[src/rtl/irq_ctrl_pkg.sv]
// Shared types and default sizing for the external interrupt controller.
package irq_ctrl_pkg;

    typedef enum logic [1:0] {
        StIdle,
        StReq,
        StService
    } irq_state_e;

    localparam int unsigned NSRC_DEFAULT   = 8;
    localparam int unsigned ACK_TO_DEFAULT = 64;

endpackage

[src/rtl/irq_prio_enc.sv]
// Fixed-priority encoder: reports the lowest set bit index of a request vector.
module irq_prio_enc #(
    parameter int unsigned NSRC = 8,
    parameter int unsigned IDW  = $clog2(NSRC)
) (
    input  logic [NSRC-1:0] i_vec,
    output logic            o_valid,
    output logic [IDW-1:0]  o_idx
);

    // Scan from the top so the lowest set index is the last one written.
    always_comb begin
        o_idx = '0;
        for (int i = int'(NSRC) - 1; i >= 0; i--) begin
            if (i_vec[i]) begin
                o_idx = IDW'(i);
            end
        end
    end

    assign o_valid = |i_vec;

endmodule

[src/rtl/irq_controller.sv]
// External interrupt controller: edge-detected pending requests, mask, fixed
// priority and a single non-nesting request/acknowledge/eoi handshake.
module irq_controller
    import irq_ctrl_pkg::*;
#(
    parameter int unsigned NSRC   = NSRC_DEFAULT,
    parameter int unsigned IDW    = $clog2(NSRC),
    parameter int unsigned ACK_TO = ACK_TO_DEFAULT
) (
    input  logic            CLOCK_50,
    input  logic            reset,
    input  logic [NSRC-1:0] irq_src,
    input  logic            mask_we,
    input  logic [NSRC-1:0] mask_wdata,
    input  logic            ExtIAck,
    input  logic            eoi,
    output logic            ExtIRQ,
    output logic [IDW-1:0]  irq_id,
    output logic [NSRC-1:0] pending,
    output logic [NSRC-1:0] mask,
    output logic            busy,
    output logic            timeout_err
);

    localparam int unsigned CW = (ACK_TO > 1) ? $clog2(ACK_TO) : 1;
    localparam logic [CW-1:0] CNT_MAX = CW'(ACK_TO - 1);

    irq_state_e      r_state;
    irq_state_e      w_state_d;
    logic [NSRC-1:0] r_hist;
    logic [NSRC-1:0] r_pending;
    logic [NSRC-1:0] r_mask;
    logic [IDW-1:0]  r_irq_id;
    logic [CW-1:0]   r_cnt;
    logic            r_ext_irq;
    logic            r_timeout_err;

    logic [NSRC-1:0] w_rise;
    logic [NSRC-1:0] w_clr;
    logic [NSRC-1:0] w_mask_eff;
    logic [NSRC-1:0] w_eligible;
    logic            w_elig_valid;
    logic [IDW-1:0]  w_elig_idx;
    logic [IDW-1:0]  w_irq_id_d;
    logic [CW-1:0]   w_cnt_d;
    logic            w_ext_irq_d;
    logic            w_to_set;

    assign w_rise     = irq_src & ~r_hist;
    assign w_mask_eff = mask_we ? mask_wdata : r_mask;
    assign w_eligible = r_pending & r_mask;

    irq_prio_enc #(
        .NSRC (NSRC),
        .IDW  (IDW)
    ) u_prio_enc (
        .i_vec   (w_eligible),
        .o_valid (w_elig_valid),
        .o_idx   (w_elig_idx)
    );

    always_comb begin
        w_state_d   = r_state;
        w_irq_id_d  = r_irq_id;
        w_cnt_d     = r_cnt;
        w_ext_irq_d = 1'b0;
        w_clr       = '0;
        w_to_set    = 1'b0;
        unique case (r_state)
            StIdle: begin
                if (w_elig_valid) begin
                    w_state_d   = StReq;
                    w_irq_id_d  = w_elig_idx;
                    w_cnt_d     = '0;
                    w_ext_irq_d = 1'b1;
                end
            end
            StReq: begin
                // Ack wins over a same-cycle withdraw or timeout.
                if (ExtIAck) begin
                    w_state_d        = StService;
                    w_clr[r_irq_id]  = 1'b1;
                end else if (!w_mask_eff[r_irq_id]) begin
                    w_state_d = StIdle;
                end else if (r_cnt == CNT_MAX) begin
                    w_state_d = StIdle;
                    w_to_set  = 1'b1;
                end else begin
                    w_cnt_d     = r_cnt + 1'b1;
                    w_ext_irq_d = 1'b1;
                end
            end
            StService: begin
                if (eoi) begin
                    w_state_d = StIdle;
                end
            end
            default: begin
                w_state_d = StIdle;
            end
        endcase
    end

    always_ff @(posedge CLOCK_50) begin
        if (reset) begin
            r_state       <= StIdle;
            r_hist        <= '0;
            r_pending     <= '0;
            r_mask        <= '1;
            r_irq_id      <= '0;
            r_cnt         <= '0;
            r_ext_irq     <= 1'b0;
            r_timeout_err <= 1'b0;
        end else begin
            r_state       <= w_state_d;
            r_hist        <= irq_src;
            // A new edge on the source being cleared must not be lost.
            r_pending     <= (r_pending & ~w_clr) | w_rise;
            r_mask        <= w_mask_eff;
            r_irq_id      <= w_irq_id_d;
            r_cnt         <= w_cnt_d;
            r_ext_irq     <= w_ext_irq_d;
            r_timeout_err <= r_timeout_err | w_to_set;
        end
    end

    assign ExtIRQ      = r_ext_irq;
    assign irq_id      = r_irq_id;
    assign pending     = r_pending;
    assign mask        = r_mask;
    assign busy        = (r_state == StService);
    assign timeout_err = r_timeout_err;

endmodule

[config.mk]
export PLATFORM = sky130hd
export DESIGN_NAME = irq_controller
export DESIGN_NICKNAME = d
export VERILOG_FILES = /design/src/rtl/irq_ctrl_pkg.sv /design/src/rtl/irq_prio_enc.sv /design/src/rtl/irq_controller.sv
export SDC_FILE = /design/constraint.sdc
export NUM_CORES = 1
export LEC_CHECK = 0
export CORE_ASPECT_RATIO = 1.5
export CORE_MARGIN = 3
export CORE_UTILIZATION = 48
export DETAILED_ROUTE_END_ITERATION = 16
export GPL_TIMING_DRIVEN = 0
export PLACE_DENSITY_LB_ADDON = 0.3
export SYNTH_ARGS = -nofsm -noshare
export SYNTH_HDL_FRONTEND = slang
export SYNTH_SLANG_ARGS = --single-unit
[constraint.sdc]
create_clock -name CLOCK_50 -period 2.3 [get_ports CLOCK_50]
set_input_delay 0.46 -clock CLOCK_50 [delete_from_list [all_inputs] [get_ports CLOCK_50]]
set_output_delay 0.46 -clock CLOCK_50 [all_outputs]
set_load 0.005 [all_outputs]
# After elaboration in Yosys (flattened, before gate mapping)
# Index checks and enable logic that the tools add are counted.
# op_classes
order_cmp	2
n_reduce_logical	7
n_addsub	1
n_mux	35
bitwise	7
n_eq_ne	9
# ops
cell	n
8-bit AND	3
3-bit 2-to-1 mux	8
6-bit 2-to-1 mux	4
8-bit 2-to-1 mux	3
8-bit NOT	2
6-bit one-hot mux with 2 select lines	1
1-bit 2-to-1 mux	10
2-bit 2-to-1 mux	5
2-bit != test (second input constant)	4
8-bit OR	1
8-bit OR reduction	1
6-bit by 1-bit adder with 6-bit output (second input constant)	1
6-bit equality test (second input constant)	1
2-bit one-hot mux with 3 select lines	1
5-bit AND reduction	1
3-bit by 4-bit < comparator with 1-bit output (second input constant)	1
4-bit != test (second input constant)	1
1-bit binary-select mux with 3-bit select	1
1-bit demux with 3-bit select	1
3-bit by 1-bit greater-or-equal comparator with 1-bit output (second input constant)	1
3-bit AND reduction	1
2-bit by 1-bit equality test with 1-bit output (second input constant)	1
2-bit equality test (second input constant)	1
2-bit logical NOT	1
6 further kinds	6
# word_totals
register_bits	37
output_inout_bits	22
in_bits	21

# Longest topological paths before layout
# depth
word_depth	9
ltp_mapped	7
ltp_nobuf	6

# Hierarchy
# Synthesis repeated with hierarchy kept, for this count alone.
# hier_totals
hier_cells	175
hier_area_um2	1662.8
# by_module_without_submodules
module	instances	seq_area_each_um2	area_per_inst_um2	cells_per_inst
irq_controller	1	740.7	1581.5	162
irq_prio_enc	1	0.0	81.3	13

# Worst setup path after synthesis
# OpenSTA, ideal clock, no wires.
# synth_path
path_type	input to register
from	in mask_we
to	reg r_cnt[0]
setup_ns	0.072
arrival_ns	1.776
n_path_buf	1
path_stages	7
setup_slack_ns	0.452
path_cell_list	buf_6 mux4_1 mux2i_1 mux2i_4 nand2_4 a31oi_2 mux2i_1
# synth_between
elab_chain_cells	5
# synth_lines
element	line	text
from (decl)	irq_controller.sv:13	input logic mask_we,
8-bit 2-to-1 mux	irq_controller.sv:50	assign w_mask_eff = mask_we ? mask_wdata : r_mask;
1-bit binary-select mux with 3-bit select	irq_controller.sv:83	end else if (!w_mask_eff[r_irq_id]) begin
1-bit 2-to-1 mux (implied by the code)	irq_controller.sv:83	
2-bit != test (no source line)	--	
5-bit AND reduction (no source line)	--	
to (signal assigned)	irq_controller.sv:121	r_cnt <= w_cnt_d;
to (decl)	irq_controller.sv:34	logic [CW-1:0] r_cnt;
# No other way between the ends. The select of a mux whose other input is x is not followed.
# A chain may end at the register's enable or synchronous reset.

# Final worst setup path
# layout_path
from	in mask_we
to	reg r_cnt[4]
# Same word-level chain as after synthesis.

==> impl_results.md <==
* CTS Hold Buffers Added at 0
* Design Power at ~1600 µW
* CTS tree: yes
* Die area at around 4200 µm²
* Combinational Power Share at 0.256
* Drt total wl at 4260 µm
* Synth warn at 0
* Initial Utilization at 0.516
* CP Launch Type: input port
* First-pass GRT wire length at between 7000 and 8000 µm
* Via density at between 5 and 6
* Cells after Synth at 171
* Post-synth EDFFs at 0
* Final setup fails at 0
* Fin area at ~2200 µm²
* Clock power share at 0.269
* Clock transition at path regs at roughly 0.07 ns
* Maximum VDD drop at about 0.6 mV
* Tmin final at between 2 and 2.5 ns
* Syn_nets at a little under 200
* CTS sink cnt at 37
* Relative slew slack at 0.587
* Post-Synth Simple-Gate Area at 0.207
* Final hold viol count at 0
* CP Max Fanout at 7
* Fin nets at ~240
* Pin count of the biggest net entering global routing at 12
* CP delay by family, top: multiplexers
* Slowest stage delay, CP at around 0.57 ns
* Run status: completed
* Worst Max-Slew Pin Slew at 0.616 ns
* Sequential power share at 0.474
* Multi-input logic area at 871 µm²
* Most common flop cell mapped by yosys: dfxtp_1
* Average cell area after synthesis at between 9 and 10 µm²
* CTS Buf Count at 5
* CP cell instances: clkdlybuf4s50_1, buf_6, mux4_1, mux2i_2, mux2i_4, a31oi_1, o21ai_0, nand2_1
* ANT nets after route at 0
* Post-synth cell types at 38
* Die width at roughly 54 µm
* Initial DRC count at 51
* FMAX at approximately 440 MHz
* Yosys top cell area share at 0.446
* Crit-path slowest cell: mux4_1
* DRC at 0
* Post-synthesis adder-cell area fraction at 0.00753
* Top-Level Pins at 43
* R2r setup slk at 0.34 ns
* Register Area at between 700 and 800 µm²
* # rows at 25
* Synth Register Bits at 37
* Gpl congestion at slightly below 0.9
* Int Pwr at approximately 1100 µW
* Max-Cap Viols at 0
* Post-synthesis mux area share at 0.0949
* Max clock buf depth at 2
* Kind of critical path: input port to register
* Clock Root Buffer: clkbuf_8
* Critical path capture point type: register
* CP Data Arrival Time at 2.49 ns
* First drt pass iteration count at 4
* Vias in the first global route at between 1500 and 2000
* Post-synthesis compound-gate area fraction at 0.215
* Slew Limit Fails at 0
* # fillers at 263
* Final Cycle Share at 0.980
* Diode count at 0
* Finished Core Util at 0.691
* Async SR Flop Fraction at 0
* Hold WS at around 0.46 ns
* Xor/xnor cell area share of the yosys netlist at 0
* Area delta synth->final at 34.0%
* Dominant cell type by area after synthesis: dfxtp_1
* PwrDens at ~700 nW/µm²
* Leakage at slightly above 0.0008 µW
* Port buffer count at 41
* Largest cells by area after synthesis: dfxtp_1 (45%), nor2b_1 (6.8%), nand2b_1 (5.3%)
* GRT Total Usage at 0.227
* Share of cells above drive strength 1 at 0.0897
* CP required at approximately 2.5 ns
* Buf/Inv on CP at 2
* Total vias in the final route at between 1500 and 2000
* Final Skew at 0.00545 ns
* Sequential area share after synthesis at 0.446
* Hpwl dp at roughly 3200 µm
* Die Ht at 78.1 µm
* Sw frac at 0.296
* Worst hold path class: register to register
* Core ar. at 3220 µm²
* Largest family of logic cells by synthesized area: compound AO/OA/AOI/OAI gates
* Clock Latency Late Sink at just under 0.3 ns
* H-tree level count at 2
* Gr ovfl total at 0
* Initial antenna violation count at 0
* Synthesized area at 1660 µm²
* DR WL/cell at approximately 16 µm
* NetSw at roughly 470 µW
* Unrepaired setup endpoints after global routing: no
* Post-placement cell area at 2120 µm²
[cells in the final DEF, fill, tap and decap left out, types with 2 or more instances in the layout]
cell type / instances
clkdlybuf4s50_1: 41
dfxtp_1: 37
nor2b_1: 18
nand2b_1: 14
a21oi_1: 13
nand2_1: 11
o21ai_0: 8
a211o_1: 8
nand3_1: 7
clkbuf_1: 6
clkbuf_8: 5
inv_1: 4
o21ai_1: 4
o31ai_1: 4
nor2_1: 4
a211oi_1: 3
buf_4: 3
a22oi_1: 2
mux4_2: 2
mux2i_2: 2
mux4_1: 2
o311ai_1: 2
a2111oi_1: 2
a31oi_1: 2
clkinv_2: 2
[Yosys cell counts (2+ instances only)]
library cell	count
a2111oi_1	2
nor2_1	4
nand2b_1	14
mux4_1	3
a31oi_1	2
nand2_1	11
inv_1	4
o31ai_1	4
o21ai_0	8
o21ai_1	4
a211oi_1	3
clkbuf_1	5
nor2b_1	18
a22oi_1	2
a211o_1	8
o311ai_1	2
dfxtp_1	37
a21oi_1	13
nand3_1	7
mux2i_1	2
[cell families (layout without fill, tap and decap cells)]
kind of cell	Yosys count	count (layout)
AO/OA/AOI/OAI	53	53
multiplexers	8	8
adder cells (fa/ha/maj)	1	1
buffers and inverters	11	63
AND/OR/NAND/NOR	61	61
flip-flops	37	37
[area by class of cell]
cell class / count / share of cell area
Buffer: 7 / 0.0157
Inverter: 4 / 0.00674
Tap cell: 40 / 0.0225
Timing Repair Buffer: 44 / 0.194
Multi-Input combinational cell: 123 / 0.391
Sequential cell: 37 / 0.333
Clock buffer: 6 / 0.0326
Clock inverter: 2 / 0.00449
[flip-flops by register name, indices dropped and copies added, names as in the netlist]
signal / count
mask: 8
pending: 8
r_hist: 8
r_cnt: 6
irq_id: 3
r_state: 2
ExtIRQ: 1
timeout_err: 1
[tightest hold or removal path, delay by kind of cell, from the launching register on]
family | cells | cell delay [ns]
compound gates | 1 | 0.06
buf+inv | 1 | 0.05
flops | 1 | 0.31
[power by group through the flow]
stage | sequential, µW | combinational, µW | clock (µW)
3_3_place_gp | 768 | 381 | 0
3_5_place_dp | 770 | 397 | 0
6_report | 757 | 409 | 430
4_1_cts | 756 | 399 | 441
2_1_floorplan | 756 | 235 | 0
5_1_grt | 766 | 447 | 484
[metrics by stage]
step                std cells  setup TNS (ns)  setup WS [ns]
floorplan                 171               0          0.452
global placement          252           -1.51         -0.211
detailed placement        252           -1.86         -0.256
CTS                       260               0         0.0484
global route              263               0         0.0227
finish                    263               0         0.0458
[metal layers]
layer,GRT usage,part of all wire
met1,0.232,0.37
met2,0.400,0.54
met3,0.0778,0.065
met4,0.0948,0.018
met5,0,0
[repair_timing]
item	in CTS	in global routing
gates resized for setup	0	2
setup endpoints to repair	0	7
setup buffers	0	3
[path summary, 6_finish.rpt]
path / start / end / cells after the start
hold reg to reg: timeout_err$_SDFF_PP0_ / timeout_err$_SDFF_PP0_ / 2
setup reg to reg: mask[5]$_SDFF_PP1_ / r_cnt[3]$_SDFFE_PP0P_ / 6
hold / removal: timeout_err$_SDFF_PP0_ / timeout_err$_SDFF_PP0_ / 2
setup / recovery: mask_we / r_cnt[4]$_SDFFE_PP0P_ / 8
Note: power is estimated with default switching activity, not from simulation.
